`config.mk`:
```
export PLATFORM = sky130hd
export DESIGN_NAME = rom_fetch_unit
export DESIGN_NICKNAME = d
export VERILOG_FILES = /design/src/rtl/rom_fetch_unit.sv
export SDC_FILE = /design/constraint.sdc
export NUM_CORES = 1
export LEC_CHECK = 0
export CORE_ASPECT_RATIO = 2
export CORE_MARGIN = 2
export CORE_UTILIZATION = 55
export CTS_BUF_LIST = sky130_fd_sc_hd__clkbuf_4
export DETAILED_ROUTE_END_ITERATION = 12
export HOLD_SLACK_MARGIN = 0.1
export PLACE_DENSITY = 0.93
export SYNTH_ARGS = -nofsm -noshare
export SYNTH_HDL_FRONTEND = slang
export SYNTH_SLANG_ARGS = --single-unit
```
`constraint.sdc`:
```
create_clock -name wb_clk_i -period 3.9 [get_ports wb_clk_i]
set_input_delay 0.975 -clock wb_clk_i [delete_from_list [all_inputs] [get_ports wb_clk_i]]
set_output_delay 0.975 -clock wb_clk_i [all_outputs]
set_load 0.02 [all_outputs]
```
`src/rtl/rom_fetch_unit.sv`:
```
// ROM fetch front end: serves byte reads from SRAM port 1 through a one-word line buffer.
// Optional next-word prefetch buffer is enabled by defining ROM_PREFETCH_EN.
module rom_fetch_unit #(
  parameter int ADDR_W  = 11,
  parameter int WORD_AW = 9
) (
  input  logic               wb_clk_i,
  input  logic               wb_rst_n,
  input  logic               flush,
  input  logic               req_valid,
  input  logic [ADDR_W-1:0]  req_addr,
  output logic               req_ready,
  output logic               rsp_valid,
  output logic [7:0]         rsp_data,
  output logic               oram_csb,
  output logic [WORD_AW-1:0] oram_addr,
  input  logic [31:0]        oram_value
);

  typedef enum logic [2:0] {
    S_IDLE, S_ISSUE, S_WAIT, S_RESP
`ifdef ROM_PREFETCH_EN
    , S_PF_ISSUE, S_PF_WAIT
`endif
  } state_t;

  state_t state_q, state_d;
  logic               req_ready_q, req_ready_d;
  logic               rsp_valid_q, rsp_valid_d;
  logic [7:0]         rsp_data_q, rsp_data_d;
  logic               oram_csb_q, oram_csb_d;
  logic [WORD_AW-1:0] oram_addr_q, oram_addr_d;
  logic               line_valid_q, line_valid_d;
  logic [WORD_AW-1:0] line_tag_q, line_tag_d;
  logic [31:0]        line_data_q, line_data_d;
  logic [WORD_AW-1:0] word_q, word_d;
  logic [1:0]         sel_q, sel_d;
  logic               kill_q, kill_d;
  logic [WORD_AW-1:0] req_word;
  logic               line_hit;
`ifdef ROM_PREFETCH_EN
  logic               pf_valid_q, pf_valid_d;
  logic [WORD_AW-1:0] pf_tag_q, pf_tag_d;
  logic [31:0]        pf_data_q, pf_data_d;
  logic               fill_q, fill_d;
  logic [WORD_AW-1:0] next_word;
  logic               pf_hit;
`endif

  function automatic logic [7:0] pick_byte(input logic [31:0] w, input logic [1:0] s);
    case (s)
      2'd0:    pick_byte = w[7:0];
      2'd1:    pick_byte = w[15:8];
      2'd2:    pick_byte = w[23:16];
      default: pick_byte = w[31:24];
    endcase
  endfunction

  assign req_word = req_addr[ADDR_W-1:2];
  assign line_hit = line_valid_q && !flush && (line_tag_q == req_word);
`ifdef ROM_PREFETCH_EN
  assign next_word = word_q + 1'b1;
  assign pf_hit    = pf_valid_q && !flush && (pf_tag_q == req_word);
`endif

  always_comb begin
    state_d      = state_q;
    rsp_data_d   = rsp_data_q;
    oram_addr_d  = oram_addr_q;
    line_valid_d = line_valid_q & ~flush;
    line_tag_d   = line_tag_q;
    line_data_d  = line_data_q;
    word_d       = word_q;
    sel_d        = sel_q;
    kill_d       = kill_q;
`ifdef ROM_PREFETCH_EN
    pf_valid_d   = pf_valid_q & ~flush;
    pf_tag_d     = pf_tag_q;
    pf_data_d    = pf_data_q;
    fill_d       = fill_q;
`endif
    case (state_q)
      S_IDLE: begin
        if (req_valid) begin
          if (line_hit) begin
            rsp_data_d = pick_byte(line_data_q, req_addr[1:0]);
            state_d    = S_RESP;
`ifdef ROM_PREFETCH_EN
            fill_d     = 1'b0;
          end else if (pf_hit) begin
            line_data_d  = pf_data_q;
            line_tag_d   = pf_tag_q;
            line_valid_d = 1'b1;
            pf_valid_d   = 1'b0;
            rsp_data_d   = pick_byte(pf_data_q, req_addr[1:0]);
            fill_d       = 1'b0;
            state_d      = S_RESP;
`endif
          end else begin
            word_d      = req_word;
            sel_d       = req_addr[1:0];
            oram_addr_d = req_word;
            kill_d      = 1'b0;
            state_d     = S_ISSUE;
          end
        end
      end
      S_ISSUE: begin
        kill_d  = kill_q | flush;
        state_d = S_WAIT;
      end
      S_WAIT: begin
        // A flush seen anywhere in the fill still returns data but leaves the line invalid.
        line_data_d  = oram_value;
        line_tag_d   = word_q;
        line_valid_d = ~(kill_q | flush);
        rsp_data_d   = pick_byte(oram_value, sel_q);
        state_d      = S_RESP;
`ifdef ROM_PREFETCH_EN
        fill_d       = 1'b1;
`endif
      end
      S_RESP: begin
        state_d = S_IDLE;
`ifdef ROM_PREFETCH_EN
        if (fill_q && !(pf_valid_q && pf_tag_q == next_word)
                   && !(line_valid_q && line_tag_q == next_word)) begin
          word_d      = next_word;
          oram_addr_d = next_word;
          kill_d      = 1'b0;
          fill_d      = 1'b0;
          state_d     = S_PF_ISSUE;
        end
      end
      S_PF_ISSUE: begin
        kill_d  = kill_q | flush;
        state_d = S_PF_WAIT;
      end
      S_PF_WAIT: begin
        pf_data_d  = oram_value;
        pf_tag_d   = word_q;
        pf_valid_d = ~(kill_q | flush);
        state_d    = S_IDLE;
`endif
      end
      default: state_d = S_IDLE;
    endcase

    req_ready_d = (state_d == S_IDLE);
    rsp_valid_d = (state_d == S_RESP);
`ifdef ROM_PREFETCH_EN
    oram_csb_d  = !((state_d == S_ISSUE) || (state_d == S_PF_ISSUE));
`else
    oram_csb_d  = !(state_d == S_ISSUE);
`endif
  end

  always_ff @(posedge wb_clk_i or negedge wb_rst_n) begin
    if (!wb_rst_n) begin
      state_q      <= S_IDLE;
      req_ready_q  <= 1'b1;
      rsp_valid_q  <= 1'b0;
      rsp_data_q   <= '0;
      oram_csb_q   <= 1'b1;
      oram_addr_q  <= '0;
      line_valid_q <= 1'b0;
      line_tag_q   <= '0;
      line_data_q  <= '0;
      word_q       <= '0;
      sel_q        <= '0;
      kill_q       <= 1'b0;
`ifdef ROM_PREFETCH_EN
      pf_valid_q   <= 1'b0;
      pf_tag_q     <= '0;
      pf_data_q    <= '0;
      fill_q       <= 1'b0;
`endif
    end else begin
      state_q      <= state_d;
      req_ready_q  <= req_ready_d;
      rsp_valid_q  <= rsp_valid_d;
      rsp_data_q   <= rsp_data_d;
      oram_csb_q   <= oram_csb_d;
      oram_addr_q  <= oram_addr_d;
      line_valid_q <= line_valid_d;
      line_tag_q   <= line_tag_d;
      line_data_q  <= line_data_d;
      word_q       <= word_d;
      sel_q        <= sel_d;
      kill_q       <= kill_d;
`ifdef ROM_PREFETCH_EN
      pf_valid_q   <= pf_valid_d;
      pf_tag_q     <= pf_tag_d;
      pf_data_q    <= pf_data_d;
      fill_q       <= fill_d;
`endif
    end
  end

  assign req_ready = req_ready_q;
  assign rsp_valid = rsp_valid_q;
  assign rsp_data  = rsp_data_q;
  assign oram_csb  = oram_csb_q;
  assign oram_addr = oram_addr_q;

endmodule

```
== Word level (Yosys, flattened, before mapping) ==
Cells that the tools add are included.

* Flip-flop bits (word level): 68
* Word-level logic and storage cells: 53
* Bits of input ports: 47

* Muxes and demuxes: 12
* Bitwise logic cells: 5
* Reductions and logical operators: 13
* Eq/ne operators: 12

{| class="wikitable"
|+ Operator list
! cell !! count
|-
| $pmux W8 S3 || 2
|-
| $mux W8 || 2
|-
| $pmux W8 S2 || 1
|-
| $eq A9 B9 Y1 || 1
|-
| $pmux W3 S3 || 1
|-
| $reduce_and A3 Y1 || 3
|-
| $eq A3 B1 Y1 const B || 2
|-
| $eq A3 B2 Y1 const B || 2
|-
| $logic_not A3 Y1 || 2
|-
| $ne A2 B2 Y1 const B || 3
|-
| $eq A2 B1 Y1 const B || 2
|-
| $eq A2 B2 Y1 const B || 2
|-
| $logic_not A2 Y1 || 2
|-
| $reduce_bool A2 Y1 || 2
|-
| $mux W1 || 3
|-
| $mux W3 || 1
|-
| $not A1 Y1 || 3
|-
| $logic_and A1 B1 Y1 || 2
|-
| $logic_not A1 Y1 || 2
|-
| $mux W2 || 1
|-
| $pmux W1 S2 || 1
|-
| $and A1 B1 Y1 || 1
|-
| $or A1 B1 Y1 || 1
|}

== Logic depth before layout (Yosys ltp) ==
* Depth in word-level cells: 8
* Mapped depth: 6
* Depth with buffers taken out: 5

== Worst setup path after synthesis ==
Ideal clock, no wire load.

* Path type: in2reg
* Start: input port req_addr[10]
* End: register word_q[0]
* Stages on the path: 6
* Path buffers: 1
* Arrival: 2185 ps
* Required time: 3775 ps
* Path slack: 1589 ps
* Cell sequence: xor2_1 nor4_2 a31o_2 nand2b_4 buf_12 mux2_4

* Longest elaborated chain between the ends: 4

{| class="wikitable"
|+ Ends and longest elaborated chain
! element !! RTL line !! RTL
|-
| start, declared || 11 || <nowiki>input logic [ADDR_W-1:0] req_addr,</nowiki>
|-
| $eq A9 B9 Y1 || 60 || <nowiki>assign line_hit = line_valid_q && !flush && (line_tag_q == req_word);</nowiki>
|-
| $logic_and A1 B1 Y1 || 60 ||
|-
| $not A1 Y1 (no source line) || -- ||
|-
| $reduce_and A3 Y1 (no source line) || -- ||
|-
| end signal, assigned || 188 || <nowiki>word_q <= word_d;</nowiki>
|-
| end, declared || 36 || <nowiki>logic [WORD_AW-1:0] word_q, word_d;</nowiki>
|}

Every way passes these cells.
A chain may end at the register's enable or synchronous reset.

== Worst setup path in the final report ==
* Start: input port req_addr[8]
* End: register sel_q[0]

* Longest elaborated chain between the ends: 4

{| class="wikitable"
|+ Ends and longest elaborated chain
! element !! RTL line !! RTL
|-
| $eq A9 B9 Y1 || 60 ||
|-
| $logic_and A1 B1 Y1 || 60 ||
|-
| $not A1 Y1 (no source line) || -- ||
|-
| $reduce_and A3 Y1 (no source line) || -- ||
|-
| end signal, assigned || 189 || <nowiki>sel_q <= sel_d;</nowiki>
|-
| end, declared || 37 || <nowiki>logic [1:0] sel_q, sel_d;</nowiki>
|}

Every way passes these cells.

==> flow_metrics.py <==
metrics = {
    "routing": {
        "vias_per_cell": 5.737,
        "wl_per_cell_um": 18.85,
        "ant_nets": 0,
        "drt-initial-drc-count": 65,
        "drt_pass1_iterations": 4,
        "via_count": 1916,
        "wl_um": 6296,
        "drc": 0,
    },
    "worst_setup_path": {
        "endpoint": "sel_q[0]",
        "worstSetupPathDepth": 6,
        "crit_chain": "clkdlybuf4s50_1 -> xor2_1 -> nor4_2 -> a31o_2 -> nand2b_4 -> mux2_2",
        "cp_top_family": "simple AND/OR/NAND/NOR gates",
        "rr_worst_depth": 3,
        "end_kind": "flop",
        "worst-path-buf-inv": 1,
        "critPathLaunch": "req_addr[8]",
        "criticalPathCategory": "input pin to flop",
        "cp.required_ns": 4.20,
        "start_kind": "input pin",
        "crit_path_max_fanout": 13,
        "critPathSlowestCell": "clkdlybuf4s50_1",
        "crit_path_max_incr_delay_ns": 0.45,
        "crit-reg2reg-launch": "state_q[2]",
        "r2r_slack_ns": 1.75,
        "arrival_ns": 2.82,
        "r2r_end": "line_data_q[28]",
    },
    "clocking": {
        "cts_resized": 0,
        "clock-sinks": 68,
        "post-cts-setup-buffer-count": 0,
        "cts_tree": "yes",
        "holdBufCountCts": 0,
        "insertion_delay_ns": 0.41,
        "htree_levels": 3,
        "cts.clk_slew.worst_paths_ns": 0.11,
        "cts_buffers": 9,
        "clk_root_buffer_cell": "clkbuf_4",
        "clk_path_buf_depth": 2,
    },
    "global_routing": {
        "grtUsageTotal": 0.2184,
        "grt_pass1_wl_um": 10450,
        "grt_pass1_vias": 2133,
        "grt_overflow": 0,
        "antenna_found_initial": 0,
        "grt_max_degree": 61,
    },
    "floorplan": {
        "coreArea_um2": 5468,
        "die_area_um2": 6348,
        "pin_count": 67,
        "start_util": 0.5725,
        "num_rows": 38,
        "chipHeight_um": 110.7,
        "die_w_um": 57.35,
    },
    "logic_synthesis": {
        "synthTopCellsByCount": "dfrtp_1 (66), mux2_2 (44), mux4_2 (16)",
        "ys_seq_elements": 68,
        "synth_area_leaders": "dfrtp_1 (53%), mux2_2 (16%), mux4_2 (12%)",
        "synthesis.area_um2": 3131,
        "synth.distinct_cells": 27,
        "synth_top_cell_by_area": "dfrtp_1",
        "post-synth-top-count-cell": "dfrtp_1",
        "synthFlopType": "dfrtp_1",
        "synth_top_cell_area_share": 0.5276,
        "synth_warnings": 0,
        "avgSynthCellArea_um2": 15.50,
        "syn_inst": 202,
        "synth_edf_count": 0,
        "ys_async_sr_fraction": 1.000,
        "yosysSeqAreaShare": 0.5444,
        "mappedNetlistNets": 249,
    },
    "cells_and_area": {
        "areaGrowthSynthToFinish_pct": 25.10,
        "nets": 316,
        "design_area_um2": 3916,
        "final_layout_size_suffix_gt1_frac": 0.3394,
        "antenna_cells": 0,
        "final_cells": 334,
        "fillers": 383,
    },
    "sta": {
        "period_share": 0.6477,
        "fmax_mhz": 395.9,
        "final_hold_viol_count": 0,
        "clock_skew_ns": 0.01461,
        "rsz0062_at_grt": "false",
        "setup_tns_ns": 0,
        "fin_crit_ns": 2.526,
        "max-slew-margin-rel": 0.1685,
        "drv_slew": 0,
        "setup_viol": 0,
        "worst_pin_slew_ns": 1.247,
    },
    "place": {
        "place_hpwl_um": 4533,
        "routabilityCongestion": 0.7502,
        "dpl.cell_count": 318,
        "dpl-instance-area_um2": 3810,
        "port_buffers": 66,
    },
    "flow_run": {
        "maxCapViolations": 0,
    },
    "outcome": {
        "status": "completed",
    },
    "power": {
        "ir_drop_mv": 0.4195,
        "p_leak_nw": 1.679,
        "total_power_mw": 2.321,
        "p_per_area_nw_per_um2": 592.5,
    },
    "worst_hold_path": {
        "hp-class": "input pin to async pin",
    },
}
==> flip-flops by register name, indices dropped and copies added, names as in the netlist <==
signal and cells:
sel_q 2, rsp_data 8, rsp_valid 1, word_q 9, kill_q 1, line_valid_q 1
oram_csb 1, line_data_q 32, state_q 3, line_tag_q 9, req_ready 1
==> power by group <==
part	switching [mW]	internal [mW]
Combinational	0.290	0.494
Sequential	0.179	0.980
Clock	0.230	0.146
==> kinds of logic (layout without fill, tap and decap cells) <==
group                     Yosys count  after routing  synth area share
AOI/OAI and AO/OA                  12             12           0.02358
xor gates and xnor gates           10             10           0.02798
buffers and inverters              13             85           0.02358
DFF                                68             68            0.5444
muxes                              76             76            0.3373
other                               1              1          0.001198
and+or+nand+nor                    22             22           0.04196
==> area by class of cell <==
| class | count | area, um2 | area share |
|---|---|---|---|
| well taps | 60 | 75.07 | 0.01917 |
| flip-flops and latches | 68 | 1704 | 0.4351 |
| multi-input cells | 121 | 1353 | 0.3454 |
| repair buffers | 69 | 678.2 | 0.1732 |
| clock buffers | 12 | 90.09 | 0.02300 |
| clock inverters | 4 | 16.27 | 0.004153 |
==> worst min-delay path by stage <==
stage / to / from / depth (start not counted)
final: line_data_q[2] / wb_rst_n / 1
after global placement: line_valid_q / kill_q / 1
after CTS: rsp_data[2] / wb_rst_n / 1
after detailed placement: line_valid_q / kill_q / 1
after global routing: line_data_q[2] / wb_rst_n / 1
after floorplan: line_valid_q / kill_q / 1
==> layer usage <==
| metal | vias to the layer above | GRT usage | share of wire |
|---|---|---|---|
| li1 | 874 | - | - |
| met1 | 982 | 0.2514 | 0.38 |
| met2 | 47 | 0.3667 | 0.56 |
| met3 | 13 | 0.04434 | 0.036 |
| met4 | 0 | 0.1209 | 0.024 |
| met5 | - | 0 | 0 |
==> cell usage in the layout, fill, tap and decap left out <==
cell | netlist | final
nand2_1 | 8 | 8
nor2_1 | 5 | 5
clkinv_1 | 0 | 3
nor4_2 | 2 | 2
buf_4 | 0 | 3
buf_2 | 7 | 1
mux2_4 | 8 | 8
a211oi_1 | 1 | 1
nand4bb_1 | 1 | 1
mux2_2 | 44 | 44
o21a_1 | 1 | 1
clkdlybuf4s50_1 | 0 | 65
xnor2_1 | 1 | 1
nand4_1 | 1 | 1
nand2b_4 | 1 | 1
a32o_1 | 1 | 1
clkbuf_4 | 0 | 12
a31o_2 | 1 | 1
xor2_1 | 9 | 9
o21ai_0 | 8 | 8
mux4_2 | 16 | 16
dfrtp_1 | 66 | 66
conb_1 | 1 | 1
mux2i_1 | 8 | 8
and2_2 | 2 | 2
nor3_1 | 1 | 1
clkinv_2 | 0 | 1
nand2b_1 | 1 | 1
dfstp_2 | 2 | 2
==> per-stage QoR <==
stage	hold WS (ns)	setup slack [ns]	utilization
floorplan	0.4199	1.589	-
global route	0.3499	1.337	0.7162
CTS	0.3500	1.364	0.7162
detailed placement	0.4554	0.9218	0.6968
finish	0.3713	1.374	0.7162
global placement	0.4373	0.9874	0.6968
Note: power is estimated with default switching activity, not from simulation.
